### src/rtl/stoch_vec_decode_pkg.sv
// stoch_vec_decode_pkg
//   Shared definitions for the windowed stochastic vector decoder.
//   - state_e   : decoder FSM state encodings (IDLE=0, ACCUM=1, HOLD=2)
//   - acc_width : derives the signed accumulator width from WIN_LOG2.
//     The accumulator must hold -W..+W, so it needs WIN_LOG2+2 bits.
//   No ports (package).
package stoch_vec_decode_pkg;

    typedef enum logic [1:0] {
        ST_IDLE  = 2'd0,
        ST_ACCUM = 2'd1,
        ST_HOLD  = 2'd2
    } state_e;

    function automatic int acc_width(input int win_log2);
        return win_log2 + 2;
    endfunction

endpackage

### src/rtl/stoch_vec_decode_if.sv
// stoch_vec_decode_if
//   Bundles the decoder's control, bitstream inputs and result handshake.
//   Signals:
//     start     : begin a decode window
//     y_p, y_m  : per-element positive/negative bitstreams (bit i = element i)
//     busy      : decoder is accumulating a window
//     out_valid : estimate available
//     out_ready : consumer accepts the estimate
//     est       : packed signed estimates, element i at [i*ACC_W +: ACC_W]
//     coll_cnt  : per-element y_p&y_m collision counts (only with STOCH_DECODE_COLL_EN)
//   Modports: master = producer/consumer side, slave = decoder side.
//   Optional feature macro: STOCH_DECODE_COLL_EN.
interface stoch_vec_decode_if
    import stoch_vec_decode_pkg::*;
#(
    parameter int VEC_LEN  = 3,
    parameter int WIN_LOG2 = 8
);
    localparam int ACC_W = acc_width(WIN_LOG2);

    logic                       start;
    logic [VEC_LEN-1:0]         y_p;
    logic [VEC_LEN-1:0]         y_m;
    logic                       busy;
    logic                       out_valid;
    logic                       out_ready;
    logic [VEC_LEN*ACC_W-1:0]   est;
`ifdef STOCH_DECODE_COLL_EN
    logic [VEC_LEN*(WIN_LOG2+1)-1:0] coll_cnt;

    modport master (
        output start, y_p, y_m, out_ready,
        input  busy, out_valid, est, coll_cnt
    );
    modport slave (
        input  start, y_p, y_m, out_ready,
        output busy, out_valid, est, coll_cnt
    );
`else
    modport master (
        output start, y_p, y_m, out_ready,
        input  busy, out_valid, est
    );
    modport slave (
        input  start, y_p, y_m, out_ready,
        output busy, out_valid, est
    );
`endif

endinterface

### src/rtl/stoch_decode_acc.sv
// stoch_decode_acc
//   One element's signed up/down accumulator for the stochastic decoder.
//   Ports:
//     CLK   : clock, rising edge
//     nRST  : asynchronous active-low reset (acc -> 0)
//     clr   : synchronous clear, has priority over en
//     en    : take one sample this cycle
//     inc   : positive-part bit (+1)
//     dec   : negative-part bit (-1); inc&dec together contribute 0
//     acc   : current signed accumulator value
module stoch_decode_acc #(
    parameter int ACC_W = 10
) (
    input  logic                    CLK,
    input  logic                    nRST,
    input  logic                    clr,
    input  logic                    en,
    input  logic                    inc,
    input  logic                    dec,
    output logic signed [ACC_W-1:0] acc
);
    localparam logic signed [ACC_W-1:0] ONE = {{(ACC_W-1){1'b0}}, 1'b1};

    logic signed [ACC_W-1:0] acc_q, acc_d;

    always_comb begin
        acc_d = acc_q;
        if (clr) begin
            acc_d = '0;
        end else if (en) begin
            if (inc && !dec) begin
                acc_d = acc_q + ONE;
            end else if (dec && !inc) begin
                acc_d = acc_q - ONE;
            end
        end
    end

    always_ff @(posedge CLK or negedge nRST) begin
        if (!nRST) begin
            acc_q <= '0;
        end else begin
            acc_q <= acc_d;
        end
    end

    assign acc = acc_q;

endmodule

### src/rtl/stoch_vec_decode.sv
// stoch_vec_decode
//   Windowed decoder for signed stochastic vectors in split (+/-) bitstream
//   form. For each element it accumulates (y_p - y_m) over exactly
//   W = 2^WIN_LOG2 cycles following an accepted start, then presents the
//   signed sums on est with a valid/ready handshake.
//   Ports:
//     CLK  : clock, rising edge
//     nRST : asynchronous active-low reset (aborts any window)
//     ifc  : stoch_vec_decode_if.slave (start, y_p, y_m, busy, out_valid,
//            out_ready, est and optionally coll_cnt)
//   Optional feature macro: STOCH_DECODE_COLL_EN adds per-element counts of
//   cycles with y_p&y_m both high, captured together with est.
module stoch_vec_decode
    import stoch_vec_decode_pkg::*;
#(
    parameter int VEC_LEN  = 3,
    parameter int WIN_LOG2 = 8
) (
    input  logic                   CLK,
    input  logic                   nRST,
    stoch_vec_decode_if.slave      ifc
);
    localparam int ACC_W = acc_width(WIN_LOG2);
    // Terminal count W-1 is the all-ones counter value, so no wrap is needed.
    localparam logic [WIN_LOG2-1:0] CNT_LAST = '1;

    state_e                            state_q, state_d;
    logic [WIN_LOG2-1:0]               cnt_q, cnt_d;
    // Set once the W-th sample has been taken; the following ACCUM cycle
    // captures the sums, which puts out_valid at edge W+1 after start.
    logic                              full_q, full_d;
    logic [VEC_LEN-1:0][ACC_W-1:0]     est_q, est_d;
    logic [VEC_LEN-1:0][ACC_W-1:0]     acc_all;
    logic                              acc_clr;
    logic                              acc_en;
    logic                              capture;

    always_comb begin
        state_d = state_q;
        cnt_d   = cnt_q;
        full_d  = full_q;
        est_d   = est_q;
        acc_clr = 1'b0;
        acc_en  = 1'b0;
        capture = 1'b0;
        case (state_q)
            ST_IDLE: begin
                if (ifc.start) begin
                    acc_clr = 1'b1;
                    cnt_d   = '0;
                    full_d  = 1'b0;
                    state_d = ST_ACCUM;
                end
            end
            ST_ACCUM: begin
                if (!full_q) begin
                    acc_en = 1'b1;
                    if (cnt_q == CNT_LAST) begin
                        full_d = 1'b1;
                    end else begin
                        cnt_d = cnt_q + 1'b1;
                    end
                end else begin
                    capture = 1'b1;
                    est_d   = acc_all;
                    state_d = ST_HOLD;
                end
            end
            ST_HOLD: begin
                // start is only honoured together with a transfer so an
                // unread estimate is never overwritten.
                if (ifc.out_ready) begin
                    if (ifc.start) begin
                        acc_clr = 1'b1;
                        cnt_d   = '0;
                        full_d  = 1'b0;
                        state_d = ST_ACCUM;
                    end else begin
                        state_d = ST_IDLE;
                    end
                end
            end
            default: begin
                state_d = ST_IDLE;
            end
        endcase
    end

    always_ff @(posedge CLK or negedge nRST) begin
        if (!nRST) begin
            state_q <= ST_IDLE;
            cnt_q   <= '0;
            full_q  <= 1'b0;
            est_q   <= '0;
        end else begin
            state_q <= state_d;
            cnt_q   <= cnt_d;
            full_q  <= full_d;
            est_q   <= est_d;
        end
    end

    for (genvar g = 0; g < VEC_LEN; g++) begin : g_acc
        stoch_decode_acc #(
            .ACC_W (ACC_W)
        ) u_acc (
            .CLK  (CLK),
            .nRST (nRST),
            .clr  (acc_clr),
            .en   (acc_en),
            .inc  (ifc.y_p[g]),
            .dec  (ifc.y_m[g]),
            .acc  (acc_all[g])
        );
    end

    assign ifc.busy      = (state_q == ST_ACCUM);
    assign ifc.out_valid = (state_q == ST_HOLD);
    assign ifc.est       = est_q;

`ifdef STOCH_DECODE_COLL_EN
    localparam logic [WIN_LOG2:0] COLL_MAX = {1'b1, {WIN_LOG2{1'b0}}};

    logic [VEC_LEN-1:0][WIN_LOG2:0] coll_q, coll_d;
    logic [VEC_LEN-1:0][WIN_LOG2:0] coll_out_q, coll_out_d;

    always_comb begin
        coll_d     = coll_q;
        coll_out_d = coll_out_q;
        for (int i = 0; i < VEC_LEN; i++) begin
            if (acc_clr) begin
                coll_d[i] = '0;
            end else if (acc_en && ifc.y_p[i] && ifc.y_m[i] && (coll_q[i] != COLL_MAX)) begin
                coll_d[i] = coll_q[i] + 1'b1;
            end
        end
        if (capture) begin
            coll_out_d = coll_q;
        end
    end

    always_ff @(posedge CLK or negedge nRST) begin
        if (!nRST) begin
            coll_q     <= '0;
            coll_out_q <= '0;
        end else begin
            coll_q     <= coll_d;
            coll_out_q <= coll_out_d;
        end
    end

    assign ifc.coll_cnt = coll_out_q;
`endif

endmodule

### src/flat_wrapper.sv
// flat-port wrapper written by rule: the top's interface ports become plain ports
module stoch_vec_decode_flat import stoch_vec_decode_pkg::*;
#(
    parameter int VEC_LEN  = 3,
    parameter int WIN_LOG2 = 8
)
  (CLK, nRST, ifc_start, ifc_y_p, ifc_y_m, ifc_out_ready, ifc_busy, ifc_out_valid, ifc_est);
  stoch_vec_decode_if #(.VEC_LEN(VEC_LEN), .WIN_LOG2(WIN_LOG2)) ifc_i ();
  input  logic CLK;
  input  logic nRST;
  input wire logic [$bits(ifc_i.start)-1:0] ifc_start;
  input wire logic [$bits(ifc_i.y_p)-1:0] ifc_y_p;
  input wire logic [$bits(ifc_i.y_m)-1:0] ifc_y_m;
  input wire logic [$bits(ifc_i.out_ready)-1:0] ifc_out_ready;
  output wire logic [$bits(ifc_i.busy)-1:0] ifc_busy;
  output wire logic [$bits(ifc_i.out_valid)-1:0] ifc_out_valid;
  output wire logic [$bits(ifc_i.est)-1:0] ifc_est;
  assign ifc_i.start = ifc_start;
  assign ifc_i.y_p = ifc_y_p;
  assign ifc_i.y_m = ifc_y_m;
  assign ifc_i.out_ready = ifc_out_ready;
  assign ifc_busy = ifc_i.busy;
  assign ifc_out_valid = ifc_i.out_valid;
  assign ifc_est = ifc_i.est;
  stoch_vec_decode #(.VEC_LEN(VEC_LEN), .WIN_LOG2(WIN_LOG2)) u_core (.CLK(CLK), .nRST(nRST), .ifc(ifc_i));
endmodule
### config.mk
export PLATFORM = sky130hd
export DESIGN_NAME = stoch_vec_decode_flat
export DESIGN_NICKNAME = d
export VERILOG_FILES = /design/src/rtl/stoch_vec_decode_pkg.sv /design/src/rtl/stoch_vec_decode_if.sv /design/src/rtl/stoch_decode_acc.sv /design/src/rtl/stoch_vec_decode.sv /design/src/flat_wrapper.sv
export SDC_FILE = /design/constraint.sdc
export NUM_CORES = 1
export LEC_CHECK = 0
export CAP_MARGIN = 20
export CORE_MARGIN = 1.5
export CORE_UTILIZATION = 40
export CTS_CLUSTER_SIZE = 28
export DETAILED_ROUTE_END_ITERATION = 10
export PLACE_DENSITY_LB_ADDON = 0.05
export SLEW_MARGIN = 5
export SYNTH_ARGS = -nofsm -noshare
export SYNTH_HDL_FRONTEND = slang
export SYNTH_SLANG_ARGS = --single-unit
### constraint.sdc
create_clock -name CLK -period 2.8 [get_ports CLK]
set_input_delay 0.56 -clock CLK [delete_from_list [all_inputs] [get_ports CLK]]
set_output_delay 0.56 -clock CLK [all_outputs]
set_load 0.02 [all_outputs]
==> results.py, run 1 <==
metrics = {
    "timing": {
        "setup_viol": 0,
        "fmax_ghz": 0.363,
        "worst_slack_ns": 0.0459,
        "finClkSkew_ns": 0.0100,
        "report.final.slew_viol_count": 0,
        "worst_pin_slew_ns": 0.520,
        "timing.setup.tns_ns": 0,
        "period_needed_ns": 2.75,
        "relSlewSlack": 0.654,
        "timing.final.crit_share": 0.984,
        "finalHoldViolations": 0,
    },
    "floorplanning": {
        "row_count": 36,
        "placeableCoreArea_um2": 9730,
        "initial_core_util": 0.412,
        "ios": 42,
        "chipHeight_um": 103,
        "die_area_um2": 10600,
        "die_w_um": 103,
    },
    "critical_path": {
        "worstPathMaxFanout": 6,
        "crit_start": "ifc_y_m[0]",
        "cp_data_arrival_time_ns": 2.97,
        "crit_path_end_kind": "flip-flop",
        "r2r-start": "u_core.g_acc[2].u_acc.acc[1]$_DFFE_PN0P_",
        "cp_data_required_time_ns": 3.02,
        "reg2regPathDepth": 7,
        "critPathKind": "input port to flip-flop",
        "reg2reg_to": "u_core.g_acc[2].u_acc.acc[9]$_DFFE_PN0P_",
        "start_kind": "input port",
        "regToRegSetupSlack_ns": 0.55,
    },
    "job": {
        "max-cap-violations": 0,
    },
    "pwr": {
        "p_leak_nw": 2.43,
        "ir_drop_mv": 0.507,
        "pwr_density_cell_nw_per_um2": 1110,
    },
    "drt": {
        "wl_per_cell_um": 14.2,
        "via_per_inst": 5.10,
        "drt-initial-drc-count": 53,
        "drc": 0,
        "dr_wl_met3_um": 232,
        "drt-total-wl_mm": 8.92,
        "top_layer_used": "met4",
        "ant_nets": 0,
        "vias": 3194,
        "wl_met1_mm": 4.46,
        "wl_met2_mm": 4.12,
        "dr.pass1.iters": 4,
    },
    "clocking": {
        "clockBufferDepth": 2,
        "clk_pin_slew_worst_paths_ns": 0.07,
        "root_buffer": "clkbuf_8",
        "cts_tree": "yes",
        "clock-sinks": 71,
        "cts.hold.buffers_added": 0,
        "clock_latency_ns": 0.34,
        "cts-buffers-inserted": 9,
        "htree_levels": 3,
    },
    "logic_synthesis": {
        "synth_cell_types": 47,
        "seq_area_frac_synth": 0.443,
        "synth_area_per_cell_um2": 10.2,
        "synthFlopType": "dfrtp_1",
        "yosys_warnings": 0,
        "synth-edff-count": 0,
        "syn_inst": 392,
        "synth-async-reset-ratio": 1.00,
        "syn_nets": 433,
        "synth.ff_latch_count": 71,
        "syn_area_um2": 4010,
    },
    "cells_and_area": {
        "drive_gt1_frac": 0.264,
        "area_delta_synth_final_pct": 31.6,
        "fillerInstances": 906,
        "diodes": 0,
        "layout_common_cells": "dfrtp_1, buf_4, o21ai_0, nand2_1, clkdlybuf4s50_1",
        "ff_latch_area_um2": 1780,
        "mostFrequentLayoutCell": "dfrtp_1",
        "multiInputGateArea_um2": 2230,
        "num-nets-final": 531,
    },
    "placed_design": {
        "numPortBuffers": 41,
        "dp_hpwl_mm": 6.34,
        "gp_congestion": 0.898,
        "post-place-ws_ns": -0.500,
    },
    "global_route": {
        "grt_util_all_layers": 0.184,
        "grt_pass1_vias": 3228,
        "grt.overflow.total": 0,
        "grt_max_degree": 53,
        "grt_pass1_wl_mm": 15.3,
        "antenna_found_initial": 0,
    },
    "outcome": {
        "status": "completed",
    },
    "hold_path": {
        "hold_path.class": "input port to asynchronous set/reset pin",
    },
}
## synthesized netlist by cell type, types with 2 or more instances
cell type,count,area (um^2)
clkbuf_1,6,22.5
a21oi_2,6,52.6
nor4_1,3,18.8
nand2b_1,6,37.5
inv_1,18,67.6
and2b_1,2,15.0
a21oi_1,12,60.1
o21ai_0,43,215
nor2_1,13,48.8
o31ai_1,5,37.5
xnor2_1,8,70.1
a221oi_1,3,26.3
and3_1,7,43.8
a22o_1,3,26.3
mux2i_1,3,30.0
nor2b_1,9,56.3
a311o_2,2,22.5
a32o_1,3,30.0
o21a_1,7,52.6
mux2_2,25,282
dfrtp_1,71,1780
fa_1,3,60.1
nor3b_1,6,45.0
xor2_1,6,52.6
nor3_1,7,35.0
o22ai_1,2,12.5
a31oi_1,2,12.5
ha_1,28,350
nor2_2,3,18.8
nand3_1,5,25.0
nand2_1,41,154
and2_1,5,31.3
o21ai_1,2,10.0
or3_1,7,43.8
a211o_1,2,17.5
a21o_1,3,22.5
buf_2,4,20.0
a31oi_4,2,42.5
## logic make-up after synthesis
kind of cell | Yosys count | share of synthesized area
adder cells (fa/ha/maj) | 31 | 0.102
buffers and inverters | 30 | 0.0303
multiplexers | 29 | 0.0805
XOR/XNOR | 14 | 0.0306
AND/OR/NAND/NOR | 118 | 0.149
AO/OA/AOI/OAI | 99 | 0.164
flip-flops | 71 | 0.443
## what timing repair did
action | CTS | global route
pin swaps | 5 | 11
buffers inserted | 4 | 2
gates resized for setup | 5 | 24
setup endpoints to repair | 3 | 8
## cell type report
cell class	instances	share of cell area
Timing Repair Buffer	98	0.163
Clock buffer	13	0.0301
Multi-Input combinational cell	291	0.423
Inverter	19	0.0154
Sequential cell	71	0.337
Tap cell	133	0.0316
Clock inverter	1	0.000949
## critical path: stages
cell             delay (ns)
clkdlybuf4s50_1        0.48
inv_2                  0.05
ha_4                   0.17
inv_8                  0.08
buf_4                  0.12
ha_4                   0.20
nand3_2                0.07
o22ai_2                0.09
a311o_2                0.41
a31oi_4                0.21
mux2_4                 0.32
a211o_1                0.22
## sequential cells by signal, summed over array words and instances, names as in the netlist
register and flops:
u_core.g_acc.u_acc.acc 30, u_core.ifc.est 30, u_core.cnt_q 8, u_core.state_q 2, u_core.full_q 1
## power breakdown
| part | internal [mW] | leakage, nW | switching [mW] |
|---|---|---|---|
| Sequential | 1.44 | 0.926 | 0.295 |
| Combinational | 1.74 | 1.42 | 1.66 |
| Clock | 0.361 | 0.0854 | 0.372 |
| Total | 3.54 | 2.43 | 2.33 |
## layer usage
metal,vias to the layer above,GRT usage
met5,-,0
met4,0,0.0634
met3,10,0.0244
met2,38,0.291
met1,1557,0.261
li1,1589,-
## how the worst max path moves through the flow
stage | endpoint | depth (start not counted)
after floorplan | u_core.g_acc[0].u_acc.acc[9]$_DFFE_PN0P_ | 10
after global placement | u_core.g_acc[0].u_acc.acc[9]$_DFFE_PN0P_ | 11
after detailed placement | u_core.g_acc[0].u_acc.acc[9]$_DFFE_PN0P_ | 11
after CTS | u_core.g_acc[2].u_acc.acc[9]$_DFFE_PN0P_ | 11
after global routing | u_core.g_acc[0].u_acc.acc[9]$_DFFE_PN0P_ | 12
final | u_core.g_acc[0].u_acc.acc[9]$_DFFE_PN0P_ | 12
## stage by stage
stage | hold WS, ns | instances | cell area [um^2] | power [mW] | util
after global routing | 0.201 | 626 | 5270 | 6.38 | 0.542
after floorplan | 0.264 | 392 | 4010 | 3.77 | -
after global placement | 0.461 | 606 | 4930 | 4.96 | 0.507
final | 0.162 | 626 | 5270 | 5.87 | 0.542
after CTS | 0.172 | 624 | 5150 | 5.83 | 0.530
after detailed placement | 0.466 | 606 | 4930 | 5.00 | 0.507
No activity file was read; power rests on OpenSTA's default activity.
==> inputs of run 2 (changes only) <==
--- a/config.mk
+++ b/config.mk
@@ -10,7 +10,9 @@
 export CORE_UTILIZATION = 40
 export CTS_CLUSTER_SIZE = 28
 export DETAILED_ROUTE_END_ITERATION = 10
+export HOLD_SLACK_MARGIN = 0.05
 export PLACE_DENSITY_LB_ADDON = 0.05
+export RECOVER_POWER = 100
 export SLEW_MARGIN = 5
 export SYNTH_ARGS = -nofsm -noshare
 export SYNTH_HDL_FRONTEND = slang
==> results.py, run 2 (synthesized netlist as in run 1, its figures left out) <==
metrics = {
    "outcome": {
        "status": "completed",
    },
    "timing": {
        "report.final.slew_viol_count": 0,
        "period_needed_ns": 2.75,
        "finClkSkew_ns": 0.00928,
        "setup_viol": 0,
        "relSlewSlack": 0.139,
        "worst_slack_ns": 0.0483,
        "fmax_ghz": 0.363,
        "finalHoldViolations": 0,
        "timing.final.crit_share": 0.983,
        "worst_pin_slew_ns": 1.29,
        "hold_slack_ns": 0.369,
    },
    "global_route": {
        "grt_pass1_vias": 3228,
        "grt_max_degree": 53,
        "grt.overflow.total": 0,
        "grt_util_all_layers": 0.184,
        "antenna_found_initial": 0,
        "grt_pass1_wl_mm": 15.3,
    },
    "cells_and_area": {
        "area_delta_synth_final_pct": 29.7,
        "mostFrequentLayoutCell": "dfrtp_1",
        "postLayoutCoreUtil": 0.534,
        "diodes": 0,
        "drive_gt1_frac": 0.235,
        "num-nets-final": 531,
        "final_cells": 626,
        "layout_common_cells": "dfrtp_1, buf_4, o21ai_0, nand2_1, dlygate4sd3_1",
    },
    "critical_path": {
        "worstPathMaxFanout": 6,
        "crit_chain": "clkdlybuf4s50_1 -> inv_2 -> ha_4 -> inv_8 -> buf_4 -> ha_4 -> nand3_2 -> o22ai_2 -> a311o_2 -> a31oi_4 -> mux2_4 -> a211o_1",
        "cp_top_family": "compound AO/OA/AOI/OAI gates",
        "worst-path-buf-inv": 4,
        "critPathKind": "input port to flip-flop",
        "crit_path_end_kind": "flip-flop",
        "slowest_delay_ns": 0.48,
        "cp_common_cell": "ha_4",
        "cp_data_arrival_time_ns": 2.97,
        "cp_data_required_time_ns": 3.02,
        "start_kind": "input port",
        "cp_slowest_cell": "clkdlybuf4s50_1",
    },
    "pwr": {
        "switching_share": 0.401,
        "p_comb_frac": 0.569,
        "ir_drop_mv": 0.496,
        "p_seq_frac": 0.302,
        "pwr_density_cell_nw_per_um2": 1100,
        "p_clk_frac": 0.128,
        "p_int_mw": 3.42,
        "p_leak_nw": 2.48,
        "p_switching_mw": 2.29,
    },
    "floorplanning": {
        "placeableCoreArea_um2": 9730,
        "initial_core_util": 0.412,
        "row_count": 36,
        "die_w_um": 103,
        "chipHeight_um": 103,
        "die_area_um2": 10600,
        "ios": 42,
    },
    "placed_design": {
        "numPortBuffers": 41,
        "dp_hpwl_mm": 6.34,
        "post-place-ws_ns": -0.500,
        "gp_congestion": 0.898,
        "dp.cells": 606,
    },
    "drt": {
        "ant_nets": 0,
        "vias": 3238,
        "drt-initial-drc-count": 56,
        "drc": 0,
        "wl_per_cell_um": 14.2,
        "dr.pass1.iters": 4,
        "via_per_inst": 5.17,
        "drt-total-wl_mm": 8.90,
    },
    "clocking": {
        "clock-sinks": 71,
        "root_buffer": "clkbuf_8",
        "cts-buffers-inserted": 9,
        "cts_tree": "yes",
        "clock_latency_ns": 0.34,
        "clk_pin_slew_worst_paths_ns": 0.07,
        "htree_levels": 3,
        "clockBufferDepth": 2,
    },
    "job": {
        "max-cap-violations": 0,
    },
    "hold_path": {
        "hold_path.class": "input port to asynchronous set/reset pin",
    },
}
## run 2: routing by layer
layer | share of wire | up-vias | global-route usage
met1 | 0.50 | 1583 | 0.261
li1 | - | 1599 | -
met3 | 0.027 | 10 | 0.0244
met5 | 0 | - | 0
met4 | 0.014 | 0 | 0.0634
met2 | 0.46 | 46 | 0.291
## run 2: worst reg2reg max path, cell delays in order, from the launching register on
cell and delay, ns:
dfrtp_1 0.40, ha_1 0.31, a21oi_2 0.18, o22ai_2 0.11, a311o_2 0.33, a31oi_1 0.27
mux2_4 0.33, a211o_1 0.26
## run 2: power by group through the flow
stage | Sequential (mW) | Combinational [mW] | Clock, mW
global route | 1.80 | 3.62 | 0.798
CTS | 1.73 | 3.33 | 0.762
floorplan | 1.92 | 1.84 | 0
finish | 1.73 | 3.25 | 0.731
global placement | 1.74 | 3.21 | 0
detailed placement | 1.74 | 3.26 | 0
## run 2: final cells by class
class / instances / area [um^2]
Fill cell: 915 / 4530
Multi-Input combinational cell: 291 / 2180
Sequential cell: 71 / 1780
Timing Repair Buffer: 98 / 830
Tap cell: 133 / 166
Clock buffer: 13 / 159
Inverter: 19 / 81.3
Clock inverter: 1 / 5.00
## run 2: metrics by stage
| stage | instance area [um^2] | total power [mW] | setup TNS [ns] |
|---|---|---|---|
| 3_3_place_gp | 4930 | 4.96 | -2.30 |
| 3_5_place_dp | 4930 | 5.00 | -2.61 |
| 2_1_floorplan | 4010 | 3.77 | 0 |
| 6_report | 5200 | 5.71 | 0 |
| 5_1_grt | 5200 | 6.22 | -0.0195 |
| 4_1_cts | 5150 | 5.83 | 0 |
## run 2: path summary, 6_finish.rpt
path	start	to	slack, ns	depth (start not counted)
hold / removal	nRST	u_core.cnt_q[2]$_DFFE_PN0P_	0.37	1
max in group asynchronous	nRST	u_core.ifc.est[2]$_DFFE_PN0P_	0.61	2
min in group CLK	u_core.cnt_q[7]$_DFFE_PN0P_	u_core.cnt_q[7]$_DFFE_PN0P_	0.47	1
setup reg to reg	u_core.g_acc[2].u_acc.acc[1]$_DFFE_PN0P_	u_core.g_acc[2].u_acc.acc[9]$_DFFE_PN0P_	0.50	7
setup / recovery	ifc_y_m[0]	u_core.g_acc[0].u_acc.acc[9]$_DFFE_PN0P_	0.05	12
hold reg to reg	u_core.cnt_q[7]$_DFFE_PN0P_	u_core.cnt_q[7]$_DFFE_PN0P_	0.47	1
## run 2: what timing repair did
action	4_1_cts	5_1_grt
resized for setup	5	24
setup buffers	4	2
setup endpoints to repair	3	8
hold buffers	0	0
pin swaps	5	11
==> inputs of run 3 (changes only) <==
--- a/config.mk
+++ b/config.mk
@@ -5,7 +5,7 @@
 export SDC_FILE = /design/constraint.sdc
 export NUM_CORES = 1
 export LEC_CHECK = 0
-export CAP_MARGIN = 20
+export ABC_CLOCK_PERIOD_IN_PS = 2800
 export CORE_MARGIN = 1.5
 export CORE_UTILIZATION = 40
 export CTS_CLUSTER_SIZE = 28
==> results of run 3 <==
No change in the layout: final DEF, timing and power equal those of run 2.
